==> src/rtl/proto_stream_scheduler_if.sv <==
// Source-side bus of the stream scheduler: per-source request, length, byte stream and handshake.
// The master modport is the ingress sources; the slave modport is the scheduler.
interface proto_stream_scheduler_if #(
  parameter int unsigned N_SRC = 4,
  parameter int unsigned LEN_W = 16
);
  logic [N_SRC-1:0]       src_req_i;
  logic [N_SRC*LEN_W-1:0] src_len_i;
  logic [N_SRC*8-1:0]     src_data_i;
  logic [N_SRC-1:0]       src_valid_i;
  logic [N_SRC-1:0]       src_ready_o;
  logic [N_SRC-1:0]       src_grant_o;

  modport master (
    output src_req_i,
    output src_len_i,
    output src_data_i,
    output src_valid_i,
    input  src_ready_o,
    input  src_grant_o
  );

  modport slave (
    input  src_req_i,
    input  src_len_i,
    input  src_data_i,
    input  src_valid_i,
    output src_ready_o,
    output src_grant_o
  );
endinterface

==> src/rtl/proto_stream_scheduler.sv <==
// Round-robin scheduler sharing one protoDeserialize among N_SRC length-framed byte sources.
// Grants whole messages, pulses the deserializer reset and hands out ring-slot base addresses.
module proto_stream_scheduler #(
  parameter int unsigned N_SRC        = 4,
  parameter int unsigned NUM_SLOTS    = 8,
  parameter int unsigned SLOT_BYTES   = 4096,
  parameter int unsigned LEN_W        = 16,
  parameter int unsigned DRAIN_CYCLES = 2,
  localparam int unsigned SRC_W       = $clog2(N_SRC),
  localparam int unsigned SLOT_W      = $clog2(NUM_SLOTS),
  localparam int unsigned USED_W      = SLOT_W + 1
) (
  input  logic                    clk_i,
  input  logic                    reset_n_i,
  proto_stream_scheduler_if.slave src_if,
  input  logic [31:0]             cfg_region_base_i,
  input  logic                    slot_free_i,
  output logic [7:0]              deser_data_o,
  output logic                    deser_valid_o,
  output logic                    deser_rst_o,
  output logic [31:0]             deser_base_addr_o,
  output logic                    msg_done_o,
  output logic [SRC_W-1:0]        msg_done_src_o,
  output logic [SLOT_W-1:0]       msg_done_slot_o,
  output logic [USED_W-1:0]       slots_used_o,
  output logic                    err_zero_len_o
);
  localparam int unsigned DRN_W = (DRAIN_CYCLES > 1) ? $clog2(DRAIN_CYCLES) : 1;

  typedef enum logic [2:0] {
    S_ARB,
    S_CLEAR,
    S_STREAM,
    S_DRAIN,
    S_DONE
  } state_t;

  state_t            r_state;
  state_t            w_next;

  logic [SRC_W-1:0]  r_rr_ptr;
  logic [SRC_W-1:0]  r_src;
  logic [LEN_W-1:0]  r_len;
  logic [LEN_W-1:0]  r_cnt;
  logic [SLOT_W-1:0] r_wr_slot;
  logic [USED_W-1:0] r_used;
  logic [DRN_W-1:0]  r_drain;
  logic [31:0]       r_base;

  logic [LEN_W-1:0]  w_len_arr  [N_SRC];
  logic [7:0]        w_data_arr [N_SRC];
  logic [SRC_W-1:0]  w_winner;
  logic [SRC_W-1:0]  w_rr_next;
  logic [SRC_W-1:0]  w_idx;
  int unsigned       w_sum;
  logic              w_found;
  logic              w_not_full;
  logic              w_fire;
  logic              w_zero;
  logic              w_byte;
  logic              w_last;
  logic              w_drain_end;
  logic              w_free_ok;
  logic [N_SRC-1:0]  w_grant;
  logic [N_SRC-1:0]  w_ready;

  always_comb begin
    for (int unsigned i = 0; i < N_SRC; i++) begin
      w_len_arr[i]  = src_if.src_len_i[i*LEN_W +: LEN_W];
      w_data_arr[i] = src_if.src_data_i[i*8 +: 8];
    end
  end

  // Scan starts at rr_ptr and wraps, so the first hit is the round-robin winner.
  always_comb begin
    w_found  = 1'b0;
    w_winner = '0;
    w_idx    = '0;
    w_sum    = 0;
    for (int unsigned i = 0; i < N_SRC; i++) begin
      w_sum = 32'(r_rr_ptr) + i;
      if (w_sum >= N_SRC) begin
        w_sum = w_sum - N_SRC;
      end
      w_idx = SRC_W'(w_sum);
      if (!w_found && src_if.src_req_i[w_idx]) begin
        w_found  = 1'b1;
        w_winner = w_idx;
      end
    end
  end

  assign w_rr_next   = (w_winner == SRC_W'(N_SRC - 1)) ? '0 : w_winner + 1'b1;
  assign w_not_full  = (r_used < USED_W'(NUM_SLOTS));
  assign w_fire      = (r_state == S_ARB) && w_found && w_not_full;
  assign w_zero      = w_fire && (w_len_arr[w_winner] == '0);
  assign w_byte      = (r_state == S_STREAM) && src_if.src_valid_i[r_src];
  assign w_last      = w_byte && (r_cnt == r_len - 1'b1);
  assign w_drain_end = (r_drain == DRN_W'(DRAIN_CYCLES - 1));
  assign w_free_ok   = slot_free_i && (r_used != '0);

  always_comb begin
    w_next = r_state;
    case (r_state)
      S_ARB: begin
        if (w_fire && !w_zero) begin
          w_next = S_CLEAR;
        end
      end
      S_CLEAR:  w_next = S_STREAM;
      S_STREAM: begin
        if (w_last) begin
          w_next = (DRAIN_CYCLES == 0) ? S_DONE : S_DRAIN;
        end
      end
      S_DRAIN: begin
        if (w_drain_end) begin
          w_next = S_DONE;
        end
      end
      S_DONE:   w_next = S_ARB;
      default:  w_next = S_ARB;
    endcase
  end

  always_comb begin
    w_grant         = '0;
    w_ready         = '0;
    deser_rst_o     = 1'b0;
    deser_valid_o   = 1'b0;
    deser_data_o    = '0;
    msg_done_o      = 1'b0;
    msg_done_src_o  = '0;
    msg_done_slot_o = '0;
    err_zero_len_o  = 1'b0;
    case (r_state)
      S_ARB: begin
        deser_rst_o = 1'b1;
        if (w_fire) begin
          w_grant[w_winner] = 1'b1;
        end
        err_zero_len_o = w_zero;
      end
      S_CLEAR: begin
        deser_rst_o = 1'b1;
      end
      S_STREAM: begin
        w_ready[r_src] = 1'b1;
        deser_valid_o  = src_if.src_valid_i[r_src];
        deser_data_o   = w_data_arr[r_src];
      end
      S_DONE: begin
        msg_done_o      = 1'b1;
        msg_done_src_o  = r_src;
        msg_done_slot_o = r_wr_slot;
      end
      default: ;
    endcase
  end

  assign src_if.src_grant_o = w_grant;
  assign src_if.src_ready_o = w_ready;
  assign deser_base_addr_o  = r_base;
  assign slots_used_o       = r_used;

  always_ff @(posedge clk_i or negedge reset_n_i) begin
    if (!reset_n_i) begin
      r_state  <= S_ARB;
      r_rr_ptr <= '0;
      r_src    <= '0;
      r_len    <= '0;
    end else begin
      r_state <= w_next;
      if (w_fire) begin
        r_src    <= w_winner;
        r_len    <= w_len_arr[w_winner];
        r_rr_ptr <= w_rr_next;
      end
    end
  end

  always_ff @(posedge clk_i or negedge reset_n_i) begin
    if (!reset_n_i) begin
      r_cnt   <= '0;
      r_base  <= '0;
      r_drain <= '0;
    end else begin
      if (r_state == S_CLEAR) begin
        r_cnt  <= '0;
        r_base <= cfg_region_base_i + (32'(r_wr_slot) * 32'(SLOT_BYTES));
      end else if (w_byte) begin
        r_cnt <= r_cnt + 1'b1;
      end
      r_drain <= (r_state == S_DRAIN) ? r_drain + 1'b1 : '0;
    end
  end

  // A release in the DONE cycle cancels the increment, leaving the count unchanged.
  always_ff @(posedge clk_i or negedge reset_n_i) begin
    if (!reset_n_i) begin
      r_wr_slot <= '0;
      r_used    <= '0;
    end else begin
      if (r_state == S_DONE) begin
        r_wr_slot <= r_wr_slot + 1'b1;
      end
      if ((r_state == S_DONE) && !w_free_ok) begin
        r_used <= r_used + 1'b1;
      end else if ((r_state != S_DONE) && w_free_ok) begin
        r_used <= r_used - 1'b1;
      end
    end
  end

  a_grant_onehot: assert property (@(posedge clk_i) disable iff (!reset_n_i)
    $onehot0(w_grant));
  a_used_bound: assert property (@(posedge clk_i) disable iff (!reset_n_i)
    r_used <= USED_W'(NUM_SLOTS));
  a_valid_in_stream: assert property (@(posedge clk_i) disable iff (!reset_n_i)
    deser_valid_o |-> (r_state == S_STREAM));

endmodule

==> src/flat_wrapper.sv <==
// flat-port wrapper written by rule: the top's interface ports become plain ports
module proto_stream_scheduler_flat 
#(
  parameter int unsigned N_SRC        = 4,
  parameter int unsigned NUM_SLOTS    = 8,
  parameter int unsigned SLOT_BYTES   = 4096,
  parameter int unsigned LEN_W        = 16,
  parameter int unsigned DRAIN_CYCLES = 2,
  localparam int unsigned SRC_W       = $clog2(N_SRC),
  localparam int unsigned SLOT_W      = $clog2(NUM_SLOTS),
  localparam int unsigned USED_W      = SLOT_W + 1
)
  (clk_i, reset_n_i, cfg_region_base_i, slot_free_i, deser_data_o, deser_valid_o, deser_rst_o, deser_base_addr_o, msg_done_o, msg_done_src_o, msg_done_slot_o, slots_used_o, err_zero_len_o, src_if_src_req_i, src_if_src_len_i, src_if_src_data_i, src_if_src_valid_i, src_if_src_ready_o, src_if_src_grant_o);
  proto_stream_scheduler_if #(.N_SRC(N_SRC), .LEN_W(LEN_W)) src_if_i ();
  input  logic clk_i;
  input  logic reset_n_i;
  input  logic [31:0] cfg_region_base_i;
  input  logic slot_free_i;
  output logic [7:0] deser_data_o;
  output logic deser_valid_o;
  output logic deser_rst_o;
  output logic [31:0] deser_base_addr_o;
  output logic msg_done_o;
  output logic [SRC_W-1:0] msg_done_src_o;
  output logic [SLOT_W-1:0] msg_done_slot_o;
  output logic [USED_W-1:0] slots_used_o;
  output logic err_zero_len_o;
  input wire logic [$bits(src_if_i.src_req_i)-1:0] src_if_src_req_i;
  input wire logic [$bits(src_if_i.src_len_i)-1:0] src_if_src_len_i;
  input wire logic [$bits(src_if_i.src_data_i)-1:0] src_if_src_data_i;
  input wire logic [$bits(src_if_i.src_valid_i)-1:0] src_if_src_valid_i;
  output wire logic [$bits(src_if_i.src_ready_o)-1:0] src_if_src_ready_o;
  output wire logic [$bits(src_if_i.src_grant_o)-1:0] src_if_src_grant_o;
  assign src_if_i.src_req_i = src_if_src_req_i;
  assign src_if_i.src_len_i = src_if_src_len_i;
  assign src_if_i.src_data_i = src_if_src_data_i;
  assign src_if_i.src_valid_i = src_if_src_valid_i;
  assign src_if_src_ready_o = src_if_i.src_ready_o;
  assign src_if_src_grant_o = src_if_i.src_grant_o;
  proto_stream_scheduler #(.N_SRC(N_SRC), .NUM_SLOTS(NUM_SLOTS), .SLOT_BYTES(SLOT_BYTES), .LEN_W(LEN_W), .DRAIN_CYCLES(DRAIN_CYCLES)) u_core (.clk_i(clk_i), .reset_n_i(reset_n_i), .src_if(src_if_i), .cfg_region_base_i(cfg_region_base_i), .slot_free_i(slot_free_i), .deser_data_o(deser_data_o), .deser_valid_o(deser_valid_o), .deser_rst_o(deser_rst_o), .deser_base_addr_o(deser_base_addr_o), .msg_done_o(msg_done_o), .msg_done_src_o(msg_done_src_o), .msg_done_slot_o(msg_done_slot_o), .slots_used_o(slots_used_o), .err_zero_len_o(err_zero_len_o));
endmodule
==> config.mk <==
export PLATFORM = sky130hd
export DESIGN_NAME = proto_stream_scheduler_flat
export DESIGN_NICKNAME = d
export VERILOG_FILES = /design/src/rtl/proto_stream_scheduler_if.sv /design/src/rtl/proto_stream_scheduler.sv /design/src/flat_wrapper.sv
export SDC_FILE = /design/constraint.sdc
export NUM_CORES = 1
export LEC_CHECK = 0
export CORE_UTILIZATION = 25
export CTS_BUF_LIST = sky130_fd_sc_hd__clkbuf_8
export CTS_CLUSTER_DIAMETER = 200
export DETAILED_ROUTE_END_ITERATION = 12
export SYNTH_ARGS = -nofsm -noshare
export SYNTH_HDL_FRONTEND = slang
export SYNTH_SLANG_ARGS = --single-unit
==> constraint.sdc <==
create_clock -name clk_i -period 6.6 [get_ports clk_i]
set_input_delay 1.98 -clock clk_i [delete_from_list [all_inputs] [get_ports clk_i]]
set_output_delay 1.98 -clock clk_i [all_outputs]
set_load 0.01 [all_outputs]
==> results.cfg, run 1 <==
[clock_network]
cts-buffers-inserted = 9
clk_latency_ps = 370
h-tree-depth = 3
clk_pin_slew_ps = 90
cts_root_buf = clkbuf_8
clock_path_buffers = 2
cts_tree = built
clock_sinks = 79

[layout]
stdcell_count = 1023
n_antenna_cell = 0
multi_input_area_mm2 = 0.00305
register_area_mm2 = 0.00198
fin_area_mm2 = 0.00787
drive_gt1_share_pct = 11.0
num-nets-final = 902
nFillCells = 2002
final_cell_mix = clkdlybuf4s50_1, nand2_1, dfrtp_1, mux2i_1, nor2_1
syn_to_final_growth_pct = 52.0
layout_commonest_cell = clkdlybuf4s50_1

[detailed_routing]
drtIter0Drc = 145
drtAntennaViolNets = 0
wirelength_mm = 14.6
dr.pass1.iters = 4
via_per_inst = 4.37
drcViolationCount = 0
wl_per_cell_um = 14.3
vias = 4470

[sta]
setup_viol = 0
finalHoldViolations = 0
whs_ps = 480
relSlewSlack_pct = 39.2
fin_crit_ps = 6430
setup_tns_ps = 0
worstMarginPinSlew_ps = 909
fmax_mhz = 155
drv_slew = 0
rsz0062_at_grt = false
fin_crit_sh_pct = 97.5
skew_ps = 9.28

[synthesis]
syn_area_mm2 = 0.00517
postSynthAreaPerCell_um2 = 9.58
async_flop_share_pct = 100
syn-num-nets = 694
synth_edf_count = 0
synthFlopType = dfrtp_1
ys_ff_latch = 79
syn_inst = 540
ys_warn_count = 0
synth-seq-area-share_pct = 38.2
synth_cell_types = 53

[worst_setup_path]
r2r_end = u_core.r_cnt[12]$_DFFE_PN0P_
crit_required_ps = 4620
cp_max_fo = 12
r2r_start = u_core.r_src[0]$_DFFE_PN0P_
crit_path_end_kind = output port
startpoint_type = input port
ff2ff_path_depth = 8
crit_type = in -> out
r2r_slack_ps = 3700
cp.arrival_ps = 4450

[placed_design]
portBuffers = 199
gp_congestion = 0.798
dp_cells = 1005
dpl_cell_area_mm2 = 0.00760
dp_hpwl_mm = 11.0

[flow_run]
maxCapViolations = 0

[global_routing]
grt_overflow = 0
antenna_found_initial = 0
grt_pass1_vias = 4607
grt_max_degree = 55
grt_usage_pct = 14.4
grt_pass1_wl_mm = 24.4

[outcome]
status = finished, final reports clean

[floorplanning]
fp.dieH_um = 146
dieArea_mm2 = 0.0213
core_area_mm2 = 0.0202
initial_core_util_pct = 25.6
rows = 52
ioPinCount = 200
die_x_um = 146

[power]
power.density_mw_per_mm2 = 155
leakage_nw = 3.36
irDropWorstVdd_mv = 0.0839

[hold_path]
hold_path_end = u_core.deser_base_addr_o[6]$_DFFE_PN0N_
hold_class = reg -> reg
hold_depth = 2
min_from = u_core.deser_base_addr_o[6]$_DFFE_PN0N_
## routing by layer
metal  GRT usage [%]  vias up  routed length, um
li1                -     2281                  -
met1            18.8     2039               6800
met2            22.9      143               6560
met3            4.45        7               1140
met4            4.00        0                110
met5               0        -                  0
## cell type report
cell class,instances,share of cell area [%]
clock buffer,10,1.75
timing repair buffer,223,28.2
sequential,79,25.1
clock inverter,6,1.08
inverter,17,0.811
multi-input combinational,418,38.8
tap,270,4.29
## power by group
part | internal (mW) | switching [mW] | leakage [nW] | total, mW
registers | 0.512 | 0.0331 | 1.01 | 0.545
logic | 0.166 | 0.100 | 2.23 | 0.267
clock network | 0.222 | 0.188 | 0.114 | 0.410
total | 0.900 | 0.322 | 3.36 | 1.22
## sequential cells by signal, indices dropped and copies added (netlist names)
signal	cells
u_core.r_cnt	16
u_core.slots_used_o	4
u_core.r_drain	1
u_core.r_state	3
u_core.r_wr_slot	3
u_core.r_src	2
u_core.r_len	16
u_core.deser_base_addr_o	32
u_core.r_rr_ptr	2
## cells by family after synthesis
logic type               after synthesis  share of synthesized area, %
buffers and inverters                 43                          3.58
flip-flops                            79                          38.2
AND/OR/NAND/NOR                      209                          20.1
adder cells (fa/ha/maj)               15                          3.92
multiplexers                          77                          17.5
AO/OA/AOI/OAI                         57                          6.58
XOR/XNOR                              60                          10.2
## timing repair
action                                  CTS  global route
hold buffers                              0             0
pin swaps                                 1             0
buffers inserted                          1             0
gates resized for setup                   3             3
cloned                                    1             0
endpoints found under the setup margin    1             1
hold endpoints to repair                  0             0
## cells in the mapped netlist, types with 3 or more instances
cell type  number  area [um^2]
mux2_2         18          203
and2_1          7         43.8
nand2_1        87          327
nor2b_1        13         81.3
mux4_2          9          203
buf_4           4         30.0
nor3_1          4         20.0
nand3b_1        4         30.0
a31oi_1         6         37.5
nand3_1         9         45.0
ha_1           13          163
buf_2           7         35.0
mux2i_1        50          500
xor2_1         36          315
nand2b_1        3         18.8
and3_1          6         37.5
inv_1          17         63.8
xnor2_1        24          210
o21ai_0        32          160
nor4_1          9         56.3
clkbuf_1       14         52.6
dfrtp_1        79         1980
nor3b_1         4         30.0
nor2_1         39          146
nand4_1         7         43.8
a21oi_1         7         35.0
## worst max-delay path by stage
stage	from	to	slack, ps	cells after the start
floorplan	src_if_src_req_i[3]	err_zero_len_o	920	10
global placement	src_if_src_req_i[3]	err_zero_len_o	-270	11
detailed placement	src_if_src_req_i[3]	err_zero_len_o	-270	11
CTS	src_if_src_req_i[3]	err_zero_len_o	30	12
global route	src_if_src_req_i[3]	err_zero_len_o	20	11
finish	src_if_src_req_i[3]	err_zero_len_o	170	11
## per-stage QoR
stage                     power, mW  util (%)  setup WS (ps)
after floorplan               0.660         -            923
after global placement        0.818      37.5           -270
after CTS                      1.24      38.9           27.7
after global routing           1.30      38.9           22.3
after detailed placement      0.820      37.5           -272
final                          1.22      38.9            166
## critical path: stages
cell and delay, ps:
clkdlybuf4s50_1 530, and3b_1 190, o21ai_0 130, and2_4 200, bufbuf_16 300, mux2i_2 220, mux2i_1 120, nor4_1 250
and4_1 250, nor2b_1 140, clkbuf_2 140
Power figures use the tool's default switching activity.
==> run 2, diff against run 1 <==
--- a/config.mk
+++ b/config.mk
@@ -9,6 +9,8 @@
 export CTS_BUF_LIST = sky130_fd_sc_hd__clkbuf_8
 export CTS_CLUSTER_DIAMETER = 200
 export DETAILED_ROUTE_END_ITERATION = 12
+export GPL_TIMING_DRIVEN = 0
+export PLACE_DENSITY_LB_ADDON = 0.08
 export SYNTH_ARGS = -nofsm -noshare
 export SYNTH_HDL_FRONTEND = slang
 export SYNTH_SLANG_ARGS = --single-unit
==> run 2 against run 1 <==
Register-to-register slack got worse by 60 ps. Clock-buffer cell count did not move. Die area did not move. Critical endpoint unchanged. Highest routed layer unchanged. Fmax rose by 0.30%. Clock skew rose by 5.6 ps. Clock power fell by 13%.
==> results.cfg, run 2 (synthesized netlist as in run 1, its figures left out) <==
[layout]
fin_util_pct = 38.8
num-nets-final = 916
layout_commonest_cell = clkdlybuf4s50_1
nFillCells = 2010
n_antenna_cell = 0
final_cell_mix = clkdlybuf4s50_1, nand2_1, dfrtp_1, mux2i_1, nor2_1
drive_gt1_share_pct = 9.91
syn_to_final_growth_pct = 51.9
largest_register_ffs = 32

[global_routing]
grt_overflow = 0
grt_pass1_wl_mm = 25.1
grt_max_degree = 56
grt_usage_pct = 14.8
grt_pass1_vias = 4796
antenna_found_initial = 0

[placed_design]
gp_congestion = 0.846
dp_hpwl_mm = 12.1
place_ws_ps = -761
portBuffers = 199

[power]
power.density_mw_per_mm2 = 149
leakage_nw = 3.37
power_mw = 1.17
irDropWorstVdd_mv = 0.0789

[sta]
fin_crit_sh_pct = 97.2
rsz0062_at_grt = false
setup_ws_ps = 185
skew_ps = 14.8
fmax_mhz = 156
drv_slew = 0
relSlewSlack_pct = 21.6
fin_crit_ps = 6410
setup_viol = 0
finalHoldViolations = 0
worstMarginPinSlew_ps = 1170

[worst_setup_path]
cp_slowest_cell = nor4_1
r2r_slack_ps = 3640
cp.depth = 12
ff2ff_path_depth = 10
crit_path_end_kind = output port
r2r_end = u_core.slots_used_o[3]$_DFFE_PN0P_
cp-startpoint = src_if_src_req_i[3]
slowest_delay_ps = 320
cp.arrival_ps = 4430
cpMostUsedCell = mux2i_1
path_cells = clkdlybuf4s15_1 -> and3b_1 -> o21ai_0 -> and2_1 -> buf_6 -> buf_8 -> mux2i_1 -> mux2i_1 -> nor4_1 -> and4_1 -> nor2b_2 -> clkdlybuf4s15_2
crit_type = in -> out
path_buf_inv = 4
cp_max_fo = 10
startpoint_type = input port
crit_required_ps = 4620
cp_top_family = simple AND/OR/NAND/NOR gates
crit_path_end = err_zero_len_o
r2r_start = u_core.r_state[1]$_DFFE_PN0P_

[floorplanning]
rows = 52
core_area_mm2 = 0.0202
die_x_um = 146
ioPinCount = 200
initial_core_util_pct = 25.6
fp.dieH_um = 146
dieArea_mm2 = 0.0213

[detailed_routing]
drcViolationCount = 0
wirelength_mm = 15.5
drtAntennaViolNets = 0
vias = 4695
wl_per_cell_um = 15.0
dr.pass1.iters = 4
via_per_inst = 4.53
drtIter0Drc = 139

[clock_network]
clock_path_buffers = 2
clock_sinks = 79
cts_root_buf = clkbuf_8
h-tree-depth = 3
cts-buffers-inserted = 9
clk_pin_slew_ps = 80
clk_latency_ps = 360
cts_tree = built

[hold_path]
hold_class = reg -> reg

[outcome]
status = finished, final reports clean

[flow_run]
maxCapViolations = 0
[run 2: metrics by stage]
stage | TNS, ps | hold slack [ps] | instance area [um^2] | cells
after floorplan | 0 | 446 | 5170 | 540
after global placement | -679 | 459 | 7500 | 1009
after detailed placement | -761 | 466 | 7530 | 1010
after CTS | 0 | 485 | 7770 | 1029
after global routing | 0 | 510 | 7860 | 1037
final | 0 | 481 | 7860 | 1037
[run 2: what timing repair did]
action / in CTS / in global routing
buffers inserted: 3 / 8
gates resized for setup: 11 / 9
pin swaps: 2 / 5
endpoints found under the setup margin: 1 / 1
hold buffers: 0 / 0
[run 2: report_power, final]
group | switching (mW) | internal [mW] | total [mW] | leakage, nW
Clock | 0.177 | 0.181 | 0.358 | 0.108
Combinational | 0.105 | 0.165 | 0.270 | 2.25
Sequential | 0.0333 | 0.512 | 0.545 | 1.01
Total | 0.315 | 0.858 | 1.17 | 3.37
[run 2: worst min-delay path, stage by stage, from the launching register on]
cell,delay [ps]
dfrtp_1,350
nand2_1,50
nand2_1,50
[run 2: final cells by class]
cell class	instances	area [um^2]	area share [%]
sequential	79	1980	25.2
buffer	26	163	2.07
clock buffer	10	138	1.75
inverter	17	63.8	0.812
clock inverter	6	52.6	0.669
tap	270	338	4.30
timing repair buffer	211	2110	26.8
multi-input combinational	418	3020	38.4
[run 2: worst min-delay path by stage]
stage | slack (ps) | cells after the start | start | to
floorplan | 450 | 1 | u_core.r_drain$_DFF_PN0_ | u_core.r_state[1]$_DFFE_PN0P_
global placement | 460 | 2 | u_core.deser_base_addr_o[4]$_DFFE_PN0N_ | u_core.deser_base_addr_o[4]$_DFFE_PN0N_
detailed placement | 470 | 2 | u_core.deser_base_addr_o[10]$_DFFE_PN0N_ | u_core.deser_base_addr_o[10]$_DFFE_PN0N_
CTS | 490 | 1 | u_core.r_drain$_DFF_PN0_ | u_core.r_state[1]$_DFFE_PN0P_
global route | 510 | 1 | u_core.r_drain$_DFF_PN0_ | u_core.r_state[1]$_DFFE_PN0P_
finish | 480 | 2 | u_core.deser_base_addr_o[5]$_DFFE_PN0N_ | u_core.deser_base_addr_o[5]$_DFFE_PN0N_
[run 2: routing by layer]
| metal | up-vias | GRT usage [%] | part of all wire, % |
|---|---|---|---|
| li1 | 2295 | - | - |
| met1 | 2232 | 18.3 | 44 |
| met2 | 152 | 24.4 | 46 |
| met3 | 16 | 4.51 | 7.9 |
| met4 | 0 | 5.11 | 1.5 |
| met5 | - | 0 | 0 |
